===== src/rtl/config_chain_loader.sv =====
// Bitstream loader: accepts parallel words over valid/ready and shifts them serially into a
// NUM_BITS configuration chain. Define CONFIG_SHADOW_EN to drive mem from a shadow register.
`timescale 1ns/1ps
module config_chain_loader #(
  parameter int NUM_BITS = 8,
  parameter int WORD_W   = 4
) (
  input  logic                prog_clk,
  input  logic                pReset,
  input  logic                load_start,
  input  logic                bs_valid,
  input  logic [WORD_W-1:0]   bs_data,
  output logic                bs_ready,
  output logic [0:NUM_BITS-1] mem,
  output logic [0:NUM_BITS-1] mem_inv,
  output logic                ccff_tail,
  output logic                cfg_busy,
  output logic                cfg_done
);
  localparam int CNT_W = $clog2(NUM_BITS + 1);
  localparam int REM_W = $clog2(WORD_W + 1);

  typedef enum logic [1:0] {IDLE, SHIFT, DONE} state_t;
  state_t state_reg, state_next;

  logic [CNT_W-1:0]    bits_left_reg;  // bits not yet shifted into the chain
  logic [CNT_W-1:0]    take_left_reg;  // bits not yet captured by the holding register
  logic [REM_W-1:0]    rem_reg;
  logic [WORD_W-1:0]   hold_reg;
  logic [0:NUM_BITS-1] chain_reg;
  logic [0:NUM_BITS-1] chain_next;
  logic                start;
  logic                shift_en;
  logic                last_shift;
  logic                handshake;
  logic [REM_W-1:0]    load_amt;

  always_ff @(posedge prog_clk or posedge pReset) begin
    if (pReset) state_reg <= IDLE;
    else        state_reg <= state_next;
  end

  always_comb begin
    state_next = state_reg;
    start      = 1'b0;
    bs_ready   = 1'b0;
    shift_en   = 1'b0;
    last_shift = 1'b0;
    case (state_reg)
      IDLE, DONE: begin
        if (load_start) begin
          start      = 1'b1;
          state_next = SHIFT;
        end
      end
      SHIFT: begin
        // Ready while the last held bit is shifting so words stream at one bit per cycle.
        bs_ready   = (rem_reg <= REM_W'(1)) && (take_left_reg != '0);
        shift_en   = (rem_reg != '0);
        last_shift = shift_en && (bits_left_reg == CNT_W'(1));
        if (last_shift) state_next = DONE;
      end
      default: state_next = IDLE;
    endcase
  end

  assign handshake = bs_valid && bs_ready;

  always_comb begin
    if (32'(take_left_reg) >= WORD_W) load_amt = REM_W'(WORD_W);
    else                              load_amt = REM_W'(take_left_reg);
  end

  assign chain_next[0] = shift_en ? hold_reg[0] : chain_reg[0];
  generate
    for (genvar gi = 1; gi < NUM_BITS; gi++) begin : g_chain
      assign chain_next[gi] = shift_en ? chain_reg[gi-1] : chain_reg[gi];
    end
  endgenerate

  always_ff @(posedge prog_clk or posedge pReset) begin
    if (pReset) begin
      chain_reg     <= '0;
      hold_reg      <= '0;
      rem_reg       <= '0;
      bits_left_reg <= '0;
      take_left_reg <= '0;
    end else begin
      chain_reg <= chain_next;
      if (start) begin
        rem_reg       <= '0;
        bits_left_reg <= CNT_W'(NUM_BITS);
        take_left_reg <= CNT_W'(NUM_BITS);
      end else begin
        if (handshake) begin
          hold_reg      <= bs_data;
          rem_reg       <= load_amt;
          take_left_reg <= take_left_reg - CNT_W'(load_amt);
        end else if (shift_en) begin
          hold_reg <= hold_reg >> 1;
          rem_reg  <= rem_reg - REM_W'(1);
        end
        if (shift_en) bits_left_reg <= bits_left_reg - CNT_W'(1);
      end
    end
  end

`ifdef CONFIG_SHADOW_EN
  logic [0:NUM_BITS-1] shadow_reg;

  // Capture the post-shift chain so mem jumps straight to the final configuration.
  always_ff @(posedge prog_clk or posedge pReset) begin
    if (pReset)          shadow_reg <= '0;
    else if (last_shift) shadow_reg <= chain_next;
  end

  assign mem = shadow_reg;
`else
  assign mem = chain_reg;
`endif

  assign mem_inv   = ~mem;
  assign ccff_tail = chain_reg[NUM_BITS-1];
  assign cfg_busy  = (state_reg == SHIFT);
  assign cfg_done  = (state_reg == DONE);

endmodule


===== config.mk =====
export PLATFORM = sky130hd
export DESIGN_NAME = config_chain_loader
export DESIGN_NICKNAME = d
export VERILOG_FILES = /design/src/rtl/config_chain_loader.sv
export SDC_FILE = /design/constraint.sdc
export NUM_CORES = 1
export LEC_CHECK = 0
export ABC_CLOCK_PERIOD_IN_PS = 2430
export CAP_MARGIN = 20
export CORE_MARGIN = 5
export CORE_UTILIZATION = 32
export DETAILED_ROUTE_END_ITERATION = 10
export PLACE_DENSITY = 0.58
export SYNTH_ARGS = -nofsm -noshare
export SYNTH_HDL_FRONTEND = slang
export SYNTH_SLANG_ARGS = --single-unit

===== constraint.sdc =====
create_clock -name prog_clk -period 2.43 [get_ports prog_clk]
set_clock_uncertainty 0.1 [all_clocks]
set_input_delay 0.486 -clock prog_clk [delete_from_list [all_inputs] [get_ports prog_clk]]
set_output_delay 0.486 -clock prog_clk [all_outputs]
set_load 0.05 [all_outputs]

==> results of run 1 <==
metal layers:
metal / up-vias / GRT usage / routed length (µm)
met5: - / 0 / 0
met4: 0 / 0.0257 / 16
li1: 507 / - / -
met3: 2 / 0.0334 / 158
met1: 477 / 0.122 / 1180
met2: 22 / 0.184 / 1280
through the flow:
| stage | cell area (µm²) | cells |
|---|---|---|
| 2_1_floorplan | 1350 | 136 |
| 3_3_place_gp | 1630 | 208 |
| 3_5_place_dp | 1630 | 208 |
| 4_1_cts | 1680 | 212 |
| 5_1_grt | 1680 | 212 |
| 6_report | 1680 | 212 |
power by group:
part           total (W)  switching (W)  leakage [nW]  internal (W)
registers       0.000732       0.000152         0.317      0.000580
logic            0.00142       0.000879         0.390      0.000538
clock network   0.000247       0.000131        0.0217      0.000116
total            0.00240        0.00116         0.729       0.00123
cells in the final DEF, fill, tap and decap left out, types with 2 or more instances in the layout:
| cell | instances |
|---|---|
| a31oi_2 | 3 |
| buf_4 | 6 |
| o2bb2ai_1 | 4 |
| dfrtp_1 | 25 |
| o21ai_0 | 12 |
| inv_1 | 16 |
| nand3_1 | 4 |
| a21oi_1 | 4 |
| ha_1 | 6 |
| nor2_1 | 5 |
| nand2_1 | 18 |
| conb_1 | 2 |
| a31oi_1 | 3 |
| nor4b_1 | 3 |
| clkbuf_8 | 3 |
| clkdlybuf4s50_1 | 24 |
| nor3_1 | 2 |
| nor2_2 | 3 |
cell type report:
cell class | instances | area share
inverter | 16 | 0.0358
sequential | 25 | 0.373
multi-input combinational | 87 | 0.355
clock inverter | 1 | 0.00447
tap | 50 | 0.0373
timing repair buffer | 30 | 0.170
clock buffer | 3 | 0.0246
worst paths after layout:
check,startpoint,to,slack (ps),cells after the start
hold reg to reg,hold_reg[0]$_DFFE_PP0P_,mem[0]$_DFFE_PP0P_,400,2
max in group asynchronous,pReset,rem_reg[1]$_DFFE_PP0P_,1520,3
setup / recovery,take_left_reg[2]$_DFFE_PP0P_,bs_ready,160,3
setup reg to reg,rem_reg[1]$_DFFE_PP0P_,rem_reg[0]$_DFFE_PP0P_,380,7
hold / removal,hold_reg[0]$_DFFE_PP0P_,mem[0]$_DFFE_PP0P_,400,2
min in group asynchronous,pReset,mem[2]$_DFFE_PP0P_,460,3
logic make-up (layout without fill, tap and decap cells):
family	Yosys count	after routing	share of synthesized area
buffers and inverters	24	50	0.100
xor gates and xnor gates	2	2	0.0130
other	2	2	0.00556
adders and majority gates	6	6	0.0556
and+or+nand+nor	46	46	0.206
DFF	25	25	0.463
AOI/OAI and AO/OA	31	31	0.157
worst max-delay path, stage by stage (launching register included):
cell and delay [ps]:
dfrtp_1 450, or4_4 600, and2_2 190, buf_4 180
==> metrics.txt, run 1 <==
status=finished clean; Main synth FF type=dfrtp_1; IO buf count=27; register area=626 µm²; detailed-route wire length per cell=between 10 and 15 µm; f_max=about 440 MHz; area of the multi-input gates=approximately 600 µm²; CTS sink cnt=25; clock-pin transition on the worst setup and hold timing paths=approximately 90 ps; post-route setup TNS=0 ps; synthesized area per cell=9.94 µm²; gr usage total=0.104; crit path launch type=flip-flop; number of global-route vias before repair=1,070; Synth Warn #=0; Synth Cell Area=0.00135 mm²; # rows=23; minimum hold slack=about 400 ps; Critical Path Fanout Max=7; commonest cells in the synthesized netlist=dfrtp_1 (25), nand2_1 (18), inv_1 (16); register area share after synthesis=0.463; Core Util, Final=0.414; post-synth top area cell=dfrtp_1; Remaining Overflow, GRT=0; CP Data Arrival Time=1690 ps; power after layout=0.00240 W; max reg flops=8; proportion of layout cells with a drive suffix above 1=0.154; Required @ worst endpoint=1840 ps; Core Area=0.00406 mm²; Diodes inserted=0; RSZ-0062 raised after global routing=no; final slew viol count=0; GPL Wtd Cong=0.777; nets=between 150 and 200; Power Density=approximately 1400 mW/mm²; Cell variety after synth=38; Syn Inst Count=136; Layout area overhead=24.2%; final worst slack=155 ps; Initial Util=0.333; initial antenna violation count=0; DRC=0; most common cell in the netlist=dfrtp_1; Synth Register Bits=25; fillcell total=~420; Die Width=75.0 µm; routed vias=around 1,000; Root Driver=clkbuf_8; Final Cycle Share=0.936; largest net degree at the start of global routing=26; Leakage=~0.73 nW; first-pass GRT wire length=4.55 mm; die height=75.0 µm; Post-CTS Setup Inserts=0; maximum vdd drop=roughly 0.00056 V; share of the synthesized area in the top cell type=0.463; final hold vios=0; Min-Delay Path Class=flip-flop to flip-flop; cts hold-fix bufs=0; Synth area leaders=dfrtp_1 (46%), ha_1 (5.6%), nand2_1 (5.0%); syn_nets=150; worst relative slew slack=0.666; CTS tree=yes; Initial DRT Pass Iterations=4; Tightest Pin Transition=499 ps; drt total wl=2.64 mm; critical path endpoint category=output port; Place WS=390 ps; CP Class=flip-flop to output port; Final ANT Viol Nets=0; Initial DRC Count=25; Die Area=0.00562 mm²; CTS Buf Count=3; vias per inst=4.75; Post-synth EDFFs=0; Worst-Skew Late Latency=270 ps; max-cap check violation count=0; detailed placement HPWL=roughly 2.0 mm; H-Tree Depth=1; Bufs on Longest Clock Path=2; ys async rst share=1.00; post_cts resized=0; Boundary Pins=28; final setup fails=0; Tmin final=2270 ps
No activity file was read; power rests on OpenSTA's default activity.
==> run 2, diff against run 1 <==
ABC_CLOCK_PERIOD_IN_PS = 2900   (was 2430)
clock period = 2.9 ns   (was 2.43 ns; I/O delays follow)
==> run 2 against run 1 <==
  * Sequential power fell by 16%
  * Via count shrank 0.89%
  * Clock power shrank 15%
  * Core utilization about the same
  * Wire length grew 1.2%
  * Worst hold slack worse by 9.6 ps
  * Cell count is 0.47% lower
  * Register-to-register slack improved by 430 ps
  * Power down 16%
  * First-iteration DRC count up 32%
  * Sequential share of layout area about the same
  * Critical endpoint unchanged
==> metrics.txt, run 2 (synthesis gave the netlist of run 1 again) <==
H-Tree Depth=1 (unchanged); Boundary Pins=28 (unchanged); Internal=0.00104 W (-16%); crit path launch type=flip-flop; Initial DRC Count=33 (+32%); commonest non-fill, non-tap cell in the layout=clkdlybuf4s50_1; initial antenna violation count=0 (unchanged); status=finished clean; Min-Delay Path Class=flip-flop to flip-flop; clock share of power=0.104 (about the same); # rows=23 (unchanged); CTS Buf Count=3 (unchanged); Worst-Skew Late Latency=270 ps (about the same); slowest stage delay, CP=600 ps (about the same); Reg-to-Reg Start=rem_reg[1]$_DFFE_PP0P_; drt total wl=2.67 mm (+1.2%); die height=75.0 µm (unchanged); final hold vios=0 (unchanged); Critical Path Fanout Max=7 (unchanged); DRC=0 (unchanged); Initial DRT Pass Iterations=4 (unchanged); worst relative slew slack=0.659 (-0.00752); sequential share of power=0.304 (-0.002); sw power=0.000978 W (-16%); detailed-route wire length per cell=12.6 µm (+1.7%); Required @ worst endpoint=2220 ps (+380 ps); CTS tree=yes; combinational share of power=0.592 (about the same); Die Width=75.0 µm (unchanged); nets=176 (-0.56%); Layout area overhead=24.1% (about the same); proportion of layout cells with a drive suffix above 1=0.124 (-0.0301); detailed placement HPWL=1.97 mm (-3.7%); Hold Startpoint=hold_reg[0]$_DFFE_PP0P_; CP Data Arrival Time=1830 ps (+140 ps); number of global-route vias before repair=1,013 (-5.3%); critical path endpoint category=output port; f_max=399 MHz; Tmin final=approximately 2500 ps; Tightest Pin Transition=511 ps (+11.2 ps); launch point of the worst path=take_left_reg[2]$_DFFE_PP0P_; Diodes inserted=0 (unchanged); Leakage=0.737 nW (+1.1%); largest net degree at the start of global routing=26 (unchanged); worst path cell trace=or4_4, and2_2, dlymetal6s2s_1; max reg flops=8 (unchanged); Post-CTS Setup Inserts=0 (unchanged); reg2reg setup slack=810 ps (+430 ps); WP buf/inv=1 (unchanged); Bufs on Longest Clock Path=2 (unchanged); routed vias=999 (-0.89%); RSZ-0062 raised after global routing=no; Final Cycle Share=0.864; Die Area=0.00562 mm² (unchanged); Power Density=1200 mW/mm² (-16%); GPL Wtd Cong=0.858 (+10%); most frequent cells in the layout=clkdlybuf4s50_1 (26), dfrtp_1 (25), nand2_1 (18); gr usage total=0.103 (-0.00143); max-cap check violation count=0 (unchanged); Root Driver=clkbuf_8; CTS sink cnt=25 (unchanged); CP max stage cell=or4_4; IO buf count=27 (unchanged); Final ANT Viol Nets=0 (unchanged); sw frac=0.486 (+0.000579); final setup fails=0 (unchanged); vias per inst=4.73 (-0.42%); maximum vdd drop=0.000528 V (-5.2%); power after layout=0.00202 W (-16%); Initial Util=0.333 (unchanged); CP Class=flip-flop to output port; first-pass GRT wire length=4.40 mm (-3.3%); post-route setup TNS=0 ps (unchanged); Core Area=0.00406 mm² (unchanged); Worst path top cell family by delay=simple AND/OR/NAND/NOR gates; clock-pin transition on the worst setup and hold timing paths=90 ps (about the same); final slew viol count=0 (unchanged); Remaining Overflow, GRT=0 (unchanged)
-- run 2: cell count changes in the layout (fill, tap and decap cells not counted), sizes merged --
cell	delta
clkinvlp	-1
buf	-4
dlymetal6s2s	+1
clkbuf	+1
clkdlybuf4s50	+2
-- run 2: power by group through the flow --
| stage | Clock, W | Sequential, W | Combinational (W) |
|---|---|---|---|
| after floorplan | 0 | 0.000709 | 0.000847 |
| after global placement | 0 | 0.000609 | 0.00118 |
| after detailed placement | 0 | 0.000619 | 0.00120 |
| after CTS | 0.000223 | 0.000611 | 0.00121 |
| after global routing | 0.000233 | 0.000632 | 0.00130 |
| final | 0.000210 | 0.000613 | 0.00119 |
-- run 2: final cells by class --
cell class              count  area (µm²)
clock buffers               4        45.0
repair buffers             29         288
well taps                  50        62.6
fillers                   400        2380
inverters                  16        60.1
flip-flops and latches     25         626
multi-input cells          87         596
-- run 2: final timing paths --
| check | endpoint | cells past startpoint |
|---|---|---|
| setup reg to reg | rem_reg[1]$_DFFE_PP0P_ | 7 |
| max in group asynchronous | take_left_reg[3]$_DFFE_PP0P_ | 3 |
| setup / recovery | bs_ready | 3 |
| hold reg to reg | mem[0]$_DFFE_PP0P_ | 2 |
| min in group asynchronous | mem[0]$_DFFE_PP0P_ | 3 |
| hold / removal | mem[0]$_DFFE_PP0P_ | 2 |
-- run 2: repair_timing --
action | CTS | global route
hold buffers | 0 | 0
resized for setup | 0 | 1
endpoints found under the setup margin | 0 | 1
-- run 2: routing by layer --
metal / track usage / part of all wire / up-vias
met3: 0.0200 / 0.050 / 5
met5: 0 / 0 / -
met1: 0.123 / 0.46 / 466
met2: 0.173 / 0.47 / 25
met4: 0.0534 / 0.018 / 0
li1: - / - / 503
-- run 2: worst min-delay path: stages, from the launching register on --
cell and delay [ps]:
dfrtp_1 360, nand2_1 50, o21ai_0 60
-- run 2: through the flow --
step	setup slack (ps)	util	hold slack, ps	instances	instance area, µm²
6_report	393	0.413	393	211	1680
5_1_grt	267	0.413	423	211	1680
4_1_cts	3.44	0.413	403	211	1670
3_5_place_dp	322	0.401	381	207	1630
3_3_place_gp	334	0.401	370	207	1630
2_1_floorplan	952	-	349	136	1350
